### config.mk
export PLATFORM = sky130hd
export DESIGN_NAME = blk_frame_sequencer
export DESIGN_NICKNAME = d
export VERILOG_FILES = /design/src/rtl/blk_frame_sequencer.sv
export SDC_FILE = /design/constraint.sdc
export NUM_CORES = 1
export LEC_CHECK = 0
export CORE_UTILIZATION = 39
export DETAILED_ROUTE_END_ITERATION = 7
export PLACE_DENSITY = 0.66
export RECOVER_POWER = 25
export SYNTH_ARGS = -nofsm -noshare
export SYNTH_HDL_FRONTEND = slang
export SYNTH_SLANG_ARGS = --single-unit
### constraint.sdc
create_clock -name clock -period 3.65 [get_ports clock]
set_clock_uncertainty 0.2 [all_clocks]
set_input_delay 1.095 -clock clock [delete_from_list [all_inputs] [get_ports clock]]
set_output_delay 1.095 -clock clock [all_outputs]
set_load 0.005 [all_outputs]
### src/rtl/blk_frame_sequencer.sv
// Frame controller for the falling-block datapath: erase, move, optional spawn, redraw.
// Drives the coordinate load/step strobes, the random capture pulse and the tile scan counters.
//
// state       | meaning
// S_IDLE      | stopped, waiting for run
// S_WAIT_TICK | armed; latches dir and spawn decision on frame_tick
// S_ERASE     | scan all tiles with colour forced to 0
// S_MOVE      | one-cycle increment pulse to every coordinate counter
// S_CAP       | one-cycle capture pulse to the random register stage
// S_SETTLE    | wait for the random/filter pipeline to settle
// S_LOAD      | one-hot load of the captured coordinate into the current slot
// S_DRAW      | scan all tiles with real colour
// S_DONE      | one-cycle frame_done pulse
module blk_frame_sequencer #(
    parameter int NUM_BLK     = 10,
    parameter int TILE        = 20,
    parameter int SPAWN_EVERY = 4,
    parameter int SETTLE      = 2
) (
    input  logic               clock,
    input  logic               reset,
    input  logic               run,
    input  logic               frame_tick,
    input  logic [1:0]         dir,
    output logic [1:0]         dir_out,
    output logic               capture,
    output logic [NUM_BLK-1:0] ld_blk,
    output logic               increment,
    output logic               draw_en,
    output logic               erase,
    output logic [3:0]         blk_sel,
    output logic [4:0]         pix_x,
    output logic [4:0]         pix_y,
    output logic               busy,
    output logic               frame_done,
    output logic               overrun
);

    localparam int SPW = (SPAWN_EVERY > 1) ? $clog2(SPAWN_EVERY) : 1;
    localparam int STW = $clog2(SETTLE) + 1;
    localparam logic [3:0]     LAST_BLK   = 4'(NUM_BLK - 1);
    localparam logic [4:0]     LAST_PIX   = 5'(TILE - 1);
    localparam logic [SPW-1:0] LAST_SPAWN = SPW'(SPAWN_EVERY - 1);
    localparam logic [STW-1:0] SETTLE_TC  = STW'(SETTLE - 1);

    typedef enum logic [3:0] {
        S_IDLE, S_WAIT_TICK, S_ERASE, S_MOVE, S_CAP, S_SETTLE, S_LOAD, S_DRAW, S_DONE
    } state_t;

    state_t             state_q, state_d;
    logic [1:0]         dir_out_q, dir_out_d;
    logic [3:0]         slot_q, slot_d;
    logic [SPW-1:0]     spawn_cnt_q, spawn_cnt_d;
    logic               spawn_now_q, spawn_now_d;
    logic [STW-1:0]     settle_cnt_q, settle_cnt_d;
    logic [3:0]         blk_sel_q, blk_sel_d;
    logic [4:0]         pix_x_q, pix_x_d;
    logic [4:0]         pix_y_q, pix_y_d;
    logic               capture_q, capture_d;
    logic [NUM_BLK-1:0] ld_blk_q, ld_blk_d;
    logic               increment_q, increment_d;
    logic               draw_en_q, draw_en_d;
    logic               erase_q, erase_d;
    logic               busy_q, busy_d;
    logic               frame_done_q, frame_done_d;
    logic               overrun_q, overrun_d;

    logic       in_scan, scan_last, x_wrap, y_wrap;
    logic [3:0] blk_adv;
    logic [4:0] x_adv, y_adv;

    always_comb begin
        in_scan   = (state_q == S_ERASE) || (state_q == S_DRAW);
        x_wrap    = (pix_x_q == LAST_PIX);
        y_wrap    = (pix_y_q == LAST_PIX);
        scan_last = x_wrap && y_wrap && (blk_sel_q == LAST_BLK);
        x_adv     = x_wrap ? 5'd0 : pix_x_q + 5'd1;
        y_adv     = pix_y_q;
        blk_adv   = blk_sel_q;
        if (x_wrap) begin
            y_adv = y_wrap ? 5'd0 : pix_y_q + 5'd1;
        end
        if (x_wrap && y_wrap) begin
            blk_adv = (blk_sel_q == LAST_BLK) ? 4'd0 : blk_sel_q + 4'd1;
        end
    end

    always_comb begin
        state_d      = state_q;
        dir_out_d    = dir_out_q;
        slot_d       = slot_q;
        spawn_cnt_d  = spawn_cnt_q;
        spawn_now_d  = spawn_now_q;
        settle_cnt_d = settle_cnt_q;
        // Ticks are only accepted in WAIT_TICK; anywhere busy they are dropped and flagged.
        overrun_d    = overrun_q || (frame_tick && (state_q != S_IDLE) && (state_q != S_WAIT_TICK));

        case (state_q)
            S_IDLE: begin
                if (run) state_d = S_WAIT_TICK;
            end
            S_WAIT_TICK: begin
                if (!run) begin
                    state_d = S_IDLE;
                end else if (frame_tick) begin
                    dir_out_d   = dir;
                    spawn_now_d = (spawn_cnt_q == '0);
                    spawn_cnt_d = (spawn_cnt_q == LAST_SPAWN) ? '0 : spawn_cnt_q + 1'b1;
                    state_d     = S_ERASE;
                end
            end
            S_ERASE: begin
                if (scan_last) state_d = S_MOVE;
            end
            S_MOVE: begin
                state_d = spawn_now_q ? S_CAP : S_DRAW;
            end
            S_CAP: begin
                settle_cnt_d = SETTLE_TC;
                state_d      = S_SETTLE;
            end
            S_SETTLE: begin
                if (settle_cnt_q == '0) state_d = S_LOAD;
                else                    settle_cnt_d = settle_cnt_q - 1'b1;
            end
            S_LOAD: begin
                slot_d  = (slot_q == LAST_BLK) ? 4'd0 : slot_q + 4'd1;
                state_d = S_DRAW;
            end
            S_DRAW: begin
                if (scan_last) state_d = S_DONE;
            end
            S_DONE: begin
                state_d = S_WAIT_TICK;
            end
            default: state_d = S_IDLE;
        endcase

        // Counters keep stepping only while staying in the same scan phase; every phase
        // boundary lands them on zero, which is also their idle value.
        if (in_scan && (state_d == state_q)) begin
            pix_x_d   = x_adv;
            pix_y_d   = y_adv;
            blk_sel_d = blk_adv;
        end else begin
            pix_x_d   = 5'd0;
            pix_y_d   = 5'd0;
            blk_sel_d = 4'd0;
        end

        erase_d      = (state_d == S_ERASE);
        draw_en_d    = (state_d == S_ERASE) || (state_d == S_DRAW);
        increment_d  = (state_d == S_MOVE);
        capture_d    = (state_d == S_CAP);
        frame_done_d = (state_d == S_DONE);
        busy_d       = (state_d != S_IDLE) && (state_d != S_WAIT_TICK);
        ld_blk_d     = '0;
        if (state_d == S_LOAD) ld_blk_d[slot_q] = 1'b1;
    end

    always_ff @(posedge clock) begin
        if (!reset) begin
            state_q      <= S_IDLE;
            dir_out_q    <= '0;
            slot_q       <= '0;
            spawn_cnt_q  <= '0;
            spawn_now_q  <= 1'b0;
            settle_cnt_q <= '0;
            blk_sel_q    <= '0;
            pix_x_q      <= '0;
            pix_y_q      <= '0;
            capture_q    <= 1'b0;
            ld_blk_q     <= '0;
            increment_q  <= 1'b0;
            draw_en_q    <= 1'b0;
            erase_q      <= 1'b0;
            busy_q       <= 1'b0;
            frame_done_q <= 1'b0;
            overrun_q    <= 1'b0;
        end else begin
            state_q      <= state_d;
            dir_out_q    <= dir_out_d;
            slot_q       <= slot_d;
            spawn_cnt_q  <= spawn_cnt_d;
            spawn_now_q  <= spawn_now_d;
            settle_cnt_q <= settle_cnt_d;
            blk_sel_q    <= blk_sel_d;
            pix_x_q      <= pix_x_d;
            pix_y_q      <= pix_y_d;
            capture_q    <= capture_d;
            ld_blk_q     <= ld_blk_d;
            increment_q  <= increment_d;
            draw_en_q    <= draw_en_d;
            erase_q      <= erase_d;
            busy_q       <= busy_d;
            frame_done_q <= frame_done_d;
            overrun_q    <= overrun_d;
        end
    end

    assign dir_out    = dir_out_q;
    assign capture    = capture_q;
    assign ld_blk     = ld_blk_q;
    assign increment  = increment_q;
    assign draw_en    = draw_en_q;
    assign erase      = erase_q;
    assign blk_sel    = blk_sel_q;
    assign pix_x      = pix_x_q;
    assign pix_y      = pix_y_q;
    assign busy       = busy_q;
    assign frame_done = frame_done_q;
    assign overrun    = overrun_q;

endmodule

==> impl_results.md, run 1 <==
- WL final: 4.00 mm
- Register area share after synthesis: 42.6%
- Max Freq: 329 MHz
- Final core utilization: 50.9%
- Placeable Area: 5240 um^2
- GR met3 Demand/Resource: 3.23%
- Post-synthesis cell type count: 46
- Critical Path AT: 3.05 ns
- # DRC: 0
- Die W: 76.5 um
- Crit path launch type: input pin
- Worst vdd ir: 192 uV
- FP Rows: 26
- Cell Pwr Density: 326 nW/um^2
- Max Slew Vio Count: 0
- Status: finished clean
- Largest stage delay on the critical path: 0.58 ns
- Synth top area share: 42.6%
- Setup TNS: 0 ns
- GRT busiest layer: met2
- CP Max Fanout: 20
- GRT Total Usage: 14.3%
- Yosys reg bits: 46
- Minimum clock period: 3.04 ns
- Predominant post-synthesis flop cell: dfxtp_1
- Slew headroom: 34.9%
- Warnings, synthesis: 0
- Antenna violations before repair: 0
- Maxcap violations: 0
- RSZ-0062 raised after global routing: false
- Final worst-path cycle share: 83.4%
- Critical path endpoint category: register
- Slew @ Worst Pin: 0.972 ns
- Num ports: 39
- Hold_buf cts: 0
- Met2 usage: 22.6%
- Slowest-stage cell, CP: clkbuf_1
- Synth Instances: 231
- Post-synth top cells: dfxtp_1, nor2_1, nand2_1, nor2b_1, nor3_1
- Synthesized area: 2160 um^2
- Most common cell in the netlist: dfxtp_1
- Initial core utilization: 41.3%
- Vias post-DR: 1681
- CP required: 3.66 ns
- Post_cts resized: 0
- Sink Count: 46
- Syn nets: 242
- TritonCTS buffer count: 5
- CP Buf/Inv Count: 2
- Fraction of registers with async set/reset: 0%
- Reg clk slew, reported paths: 0.08 ns
- First drt pass iteration count: 4
- Wire per inst: 11.9 um
- CTS H-tree depth: 2
- Number of setup buffers added after CTS: 0
- Post-detail-place hpwl: 2.88 mm
- Grt met1 use: 19.0%
- Largest net degree at the start of global routing: 21
- Initial drt markers: 49
- Nets: 277
- CTS tree: done
- Top cells by area, synth: dfxtp_1, nor2b_1, nor2_1
- Vias per cell: 4.99
- Syn Area/Cell: 9.36 um^2
- Worst hold path type: register to register
- CP Cell Sequence: clkdlybuf4s50_1 -> clkbuf_1 -> o211ai_1 -> nor3_1
- EDFF count, synth: 0
- Setup Viol. Count Final: 0
- Via count of the first global-routing pass: 1491
- Clk_lat worst skew: 0.29 ns
- Clock buffer depth: 2
- Fin worst setup slack: 0.606 ns
- First-pass GRT wire length: 6.86 mm
- IO Port Bufs: 38
- Die area: 5850 um^2
- Grt total ovfl: 0
- Share of cells above drive strength 1: 7.49%
- CP Class: input pin to register
- Cell accounting for the most synthesized area: dfxtp_1
- Routed Antenna Nets: 0
- Area Growth Syn to Fin: 23.3%
- Total inserted antenna cells: 0
- Root buffer cell: clkbuf_8
- Fin. Hold Viols: 0
- Kind of cell adding the most delay to the critical path: buffers and inverters
- RD Place Congestion: 0.787
- Pre-CTS WS: 0.587 ns
- Die H: 76.5 um
- Leakage: 0.981 nW
worst paths after layout:
kind	from	endpoint	slack, ns	cells after the start
hold / removal	overrun	overrun	0.28	1
setup / recovery	reset	pix_x[2]	0.61	4
hold reg to reg	overrun	overrun	0.28	1
setup reg to reg	pix_x[0]	pix_y[4]	1.04	6
routing by layer:
metal  wire length [um]  up-vias
met1               1970      766
met4                 59        0
met3                162        6
met2               1810       34
li1                   -      875
met5                  0        -
registers in the layout (all words and copies together) (netlist names), 2 cells and up:
signal        flops
state_q           4
blk_sel           4
pix_y             5
dir_out           2
pix_x             5
ld_blk           10
settle_cnt_q      2
slot_q            4
spawn_cnt_q       2
power breakdown:
part | switching (mW) | total, mW | internal, mW
combinational | 0.0262 | 0.0510 | 0.0248
sequential | 0.00659 | 0.514 | 0.507
clock | 0.169 | 0.303 | 0.135
total | 0.202 | 0.868 | 0.667
cell usage in the layout (no fill, tap or decap), drive strengths merged, types with 6 or more instances in the layout:
| cell | Yosys | routed |
|---|---|---|
| nor3b | 6 | 6 |
| nor2b | 15 | 15 |
| dfxtp | 46 | 46 |
| mux2i | 7 | 7 |
| a21oi | 10 | 10 |
| o21ai | 10 | 10 |
| nor2 | 20 | 20 |
| nor3 | 12 | 12 |
| clkdlybuf4s50 | 0 | 36 |
| and2 | 6 | 6 |
| inv | 7 | 7 |
| nand3 | 10 | 10 |
| nand2 | 17 | 17 |
| clkbuf | 4 | 6 |
cell type report:
class,instances,area (um^2)
clock inverters,3,21.3
repair buffers,41,399
clock buffers,5,68.8
inverters,7,26.3
multi-input cells,165,1140
well taps,70,87.6
fillers,504,2570
flip-flops and latches,46,921
worst register-to-register path, cell delays in order (launching register included):
cell      delay [ns]
dfxtp_1         0.38
ha_1            0.24
and4bb_4        0.40
nand4_4         0.17
and2_1          0.19
o211ai_1        0.78
a21oi_1         0.10
cells by family (layout without fill, tap and decap cells):
logic type      Yosys count  after routing  share of synthesized area [%]
simple gates            115            115                           34.0
compound gates           31             31                           9.78
fa+ha+maj                 5              5                           2.89
mux                       7              7                           3.24
buf+inv                  20             56                           4.63
flops                    46             46                           42.6
xor+xnor                  7              7                           2.84
per-stage QoR:
stage	instance area (um^2)	hold WS [ns]	instances	power (mW)
finish	2670	0.280	337	0.868
global route	2670	0.317	337	0.912
CTS	2670	0.285	337	0.885
detailed placement	2580	0.259	329	0.577
global placement	2580	0.261	329	0.577
floorplan	2160	0.250	231	0.558
No activity file was read; power rests on OpenSTA's default activity.
==> run 2: changes to the inputs <==
==> constraint.sdc (replaced) <==
create_clock -name clock -period 2.9 [get_ports clock]
set_clock_uncertainty 0.2 [all_clocks]
set_input_delay 0.87 -clock clock [delete_from_list [all_inputs] [get_ports clock]]
set_output_delay 0.87 -clock clock [all_outputs]
set_load 0.005 [all_outputs]
==> run 2 against run 1 <==
Worst hold slack worse by 0.012 ns. Critical endpoint is now pix_y[2]. Cell area about the same. Die area unchanged. Routed wire length down 1.8%. Sequential share of layout area barely moved. Register-to-register slack got worse by 0.77 ns. Via count is 0.83% lower. Largest cell class unchanged. Power grew 28%. Critical path depth rose by 2. Setup slack got worse by 0.34 ns.
==> impl_results.md, run 2 (synthesized netlist as in run 1, its figures left out) <==
- Status: finished clean
- Clk_lat worst skew: 0.30 ns
- DP Area: 2580 um^2
- Final instance area: 2670 um^2
- CTS H-tree depth: 2
- Max Freq: 380 MHz
- Critical Path AT: 2.58 ns
- Post_cts resized: 0
- Met2 usage: 21.4%
- GRT busiest layer: met2
- Routed Antenna Nets: 0
- Wire per inst: 11.6 um
- Setup Viol. Count Final: 0
- Crit path launch type: register
- FP Rows: 26
- Clock buffer depth: 2
- IO Port Bufs: 38
- Hold_buf cts: 0
- # fillers: 514
- WL final: 3.93 mm
- Largest net degree at the start of global routing: 20
- Sink Count: 46
- Final hold slack: 0.268 ns
- Grt met1 use: 19.9%
- # DRC: 0
- Minimum clock period: 2.63 ns
- Reg clk slew, reported paths: 0.09 ns
- CP Class: register to register
- Multi-input gate area: 1140 um^2
- TritonCTS buffer count: 5
- Via count of the first global-routing pass: 1437
- RSZ-0062 raised after global routing: false
- Grt total ovfl: 0
- Area Growth Syn to Fin: 23.4%
- Layout Cells excl Fill: 337
- Root buffer cell: clkbuf_8
- GR met3 Demand/Resource: 3.35%
- Number of setup buffers added after CTS: 0
- First drt pass iteration count: 4
- Max FFs per register: 10
- Leakage: 0.977 nW
- Setup TNS: 0 ns
- Fin. Hold Viols: 0
- Nets: 277
- Worst hold path type: register to register
- CP Max Fanout: 12
- First-pass GRT wire length: 6.80 mm
- Slew @ Worst Pin: 0.968 ns
- Initial drt markers: 59
- Final core utilization: 50.9%
- CP required: 2.85 ns
- Final worst-path cycle share: 90.7%
- Placed cell count: 329
- GRT Total Usage: 14.4%
- Vias per cell: 4.95
- RD Place Congestion: 0.787
- Max Slew Vio Count: 0
- Cell Pwr Density: 416 nW/um^2
- Slew headroom: 35.2%
- Die H: 76.5 um
- Vias post-DR: 1667
- Commonest non-fill, non-tap cell in the layout: dfxtp_1
- Placeable Area: 5240 um^2
- Critical path endpoint category: register
- Post-detail-place hpwl: 2.81 mm
- Die W: 76.5 um
- Antenna violations before repair: 0
- Num ports: 39
- FF+latch area: 921 um^2
- Initial core utilization: 41.3%
- CTS tree: done
- Share of cells above drive strength 1: 7.49%
- Total inserted antenna cells: 0
- Commonest non-fill, non-tap cells in the layout: dfxtp_1, clkdlybuf4s50_1, nor2_1, nand2_1, nor2b_1
- Die area: 5850 um^2
- Worst vdd ir: 199 uV
- Maxcap violations: 0
[run 2: cell types whose count changed in the layout (fill, tap and decap cells not counted), sizes merged]
cell / before / now
inv: 7 / 8
clkdlybuf4s50: 36 / 35
dlygate4sd3: 2 / 3
clkinv: 2 / 0
clkinvlp: 1 / 2
[run 2: worst paths after layout]
kind	start	to	slack [ns]	cells after the start
setup / recovery	pix_x[0]	pix_y[2]	0.27	6
hold / removal	overrun	overrun	0.27	1
hold reg to reg	overrun	overrun	0.27	1
setup reg to reg	pix_x[0]	pix_y[2]	0.27	6
[run 2: metrics by stage]
stage                     setup slack (ns)  power (mW)
final                                0.270        1.11
after global routing                0.0356        1.16
after CTS                            0.225        1.13
after detailed placement            0.0994       0.726
after global placement               0.143       0.726
after floorplan                      0.910       0.702
[run 2: where the power goes]
| group | switching, mW | internal, mW |
|---|---|---|
| clock | 0.226 | 0.172 |
| combinational | 0.0323 | 0.0308 |
| sequential | 0.00834 | 0.639 |
| total | 0.267 | 0.842 |
[run 2: layout make-up]
class | instances | area share [%]
clock buffer | 5 | 2.58
sequential | 46 | 34.5
inverter | 7 | 0.985
clock inverter | 3 | 0.891
timing repair buffer | 41 | 15.0
tap | 70 | 3.28
multi-input combinational | 165 | 42.8
[run 2: worst max-delay path, cell delays in order, from the launching register on]
cell and delay [ns]:
dfxtp_1 0.39, ha_1 0.24, and4bb_4 0.39, nand4_4 0.18
and2_1 0.19, o211ai_1 0.78, nor2_1 0.11
[run 2: layer usage]
metal,routed length (um),share of wire (%)
met1,1960,50
met2,1760,45
met3,139,3.5
met4,71,1.8
met5,0,0
==> run 3: changes to the inputs <==
--- a/config.mk
+++ b/config.mk
@@ -5,6 +5,7 @@
 export SDC_FILE = /design/constraint.sdc
 export NUM_CORES = 1
 export LEC_CHECK = 0
+export CORE_MARGIN = 2
 export CORE_UTILIZATION = 39
 export DETAILED_ROUTE_END_ITERATION = 7
 export PLACE_DENSITY = 0.66
==> run 3 against run 2 <==
Fmax grew 4.1%. Via count grew 0.72%. Flip-flop and latch count is the same. Clock power shrank 4%. Count of clock-buffer cells in the layout is the same. Critical path type is now input pin to register. Critical endpoint is now pix_x[2].
==> impl_results.md, run 3 (synthesized netlist as in run 1, its figures left out) <==
- Status: finished clean
- Root buffer cell: clkbuf_8
- Final worst-path cycle share: 87.1%
- Hold path depth: 1
- Fin worst setup slack: 0.375 ns
- Power Total: 1.09 mW
- Largest stage delay on the critical path: 0.59 ns
- First-pass GRT wire length: 7.03 mm
- Worst setup path start: reset
- DP Area: 2600 um^2
- NetSw: 253 uW
- Fin. Hold Viols: 0
- CTS H-tree depth: 2
- Initial drt markers: 78
- # DRC: 0
- Final instance area: 2680 um^2
- Antenna violations before repair: 0
- Share of cells above drive strength 1: 7.78%
- Largest net degree at the start of global routing: 16
- Maxcap violations: 0
- FF+latch area: 921 um^2
- Slew headroom: 36.9%
- Critical path endpoint category: register
- Worst hold path type: register to register
- Num ports: 39
- Net switching fraction of the power: 23.2%
- CTS tree: done
- Sequential power share: 59.3%
- Clock buffer depth: 2
- Reg2reg end: blk_sel[0]
- Via count of the first global-routing pass: 1552
- GRT Total Usage: 14.2%
- Max Freq: 396 MHz
- Vias post-DR: 1679
- IO Port Bufs: 38
- Clock power share: 34.9%
- Cells on worst reg2reg path: 6
- Post-detail-place hpwl: 2.94 mm
- Setup Viol. Count Final: 0
- Reg clk slew, reported paths: 0.08 ns
- Area Growth Syn to Fin: 23.9%
- Die H: 78.5 um
- Slowest-stage cell, CP: dlygate4sd3_1
- WL final: 4.05 mm
- Final hold slack: 0.280 ns
- Kind of cell adding the most delay to the critical path: buffers and inverters
- Cell Pwr Density: 408 nW/um^2
- CP Cell Sequence: dlygate4sd3_1 -> clkbuf_1 -> o211ai_1 -> nor3_1
- Sink Count: 46
- CP Buf/Inv Count: 2
- Pre-CTS WS: 0.274 ns
- Setup TNS: 0 ns
- Clk_lat worst skew: 0.29 ns
- Commonest non-fill, non-tap cell in the layout: dfxtp_1
- RD Place Congestion: 0.857
- Leakage: 0.974 nW
- Worst setup endpoint: pix_x[2]
- Wire per inst: 11.8 um
- CP Max Fanout: 12
- Placeable Area: 5440 um^2
- Grt total ovfl: 0
- # fillers: 524
- Multi-input gate area: 1140 um^2
- Max Slew Vio Count: 0
- Routed Antenna Nets: 0
- First drt pass iteration count: 4
- CP Class: input pin to register
- Die W: 78.5 um
- Nets: 280
- Worst vdd ir: 173 uV
- CP required: 2.91 ns
- RSZ-0062 raised after global routing: false
- FP Rows: 27
- Critical Path Stages: 4
- Vias per cell: 4.91
- Commonest non-fill, non-tap cells in the layout: dfxtp_1, clkdlybuf4s50_1, nor2_1, nand2_1, nor2b_1
- Max FFs per register: 10
- Critical Path AT: 2.54 ns
- Total inserted antenna cells: 0
- RR Startpoint: pix_x[0]
- Logic pwr share: 5.8%
- Crit path launch type: input pin
- Initial core utilization: 39.8%
- Die area: 6160 um^2
- Post_cts resized: 0
- Slew @ Worst Pin: 0.942 ns
- P_int: 839 uW
- Minimum clock period: 2.53 ns
- Reg-to-reg slack, setup: 0.44 ns
- Number of setup buffers added after CTS: 0
- TritonCTS buffer count: 5
- Hold_buf cts: 0
==> run 3: power by group through the flow <==
stage | logic, mW | clock network [mW] | registers, mW
floorplan | 0.0450 | 0 | 0.657
global placement | 0.0653 | 0 | 0.662
detailed placement | 0.0660 | 0 | 0.662
CTS | 0.0663 | 0.398 | 0.647
global route | 0.0703 | 0.426 | 0.649
finish | 0.0635 | 0.381 | 0.647
==> run 3: worst register-to-register path, cell delays in order, from the launching register on <==
cell and delay [ns]:
dfxtp_1 0.39, ha_1 0.25, and4bb_4 0.28, nand4_4 0.13, and2_1 0.18, o211ai_1 0.76, nor2_1 0.11
==> run 3: worst min-delay path by stage <==
stage,startpoint,end
5_1_grt,overrun,overrun
2_1_floorplan,settle_cnt_q[0],settle_cnt_q[0]
3_5_place_dp,overrun,overrun
4_1_cts,overrun,overrun
6_report,overrun,overrun
3_3_place_gp,overrun,overrun
==> run 3: per-stage QoR <==
step | instances | utilization, %
final | 342 | 49.3
after global routing | 342 | 49.3
after CTS | 342 | 49.5
after detailed placement | 334 | 47.9
after global placement | 334 | 47.9
after floorplan | 231 | -
==> run 3: cell type report <==
class	instances	share of cell area (%)
Inverter	7	0.981
Tap cell	72	3.36
Clock inverter	3	0.794
Clock buffer	5	2.57
Timing Repair Buffer	44	15.3
Multi-Input combinational cell	165	42.6
Sequential cell	46	34.4
==> run 3: layer usage <==
metal	wire [um]	vias to the layer above	track usage (%)	share of wire (%)
li1	-	882	-	-
met3	148	5	2.53	3.7
met2	1800	32	22.7	44
met1	2040	760	18.8	50
met4	58	0	5.79	1.4
met5	0	-	0	0
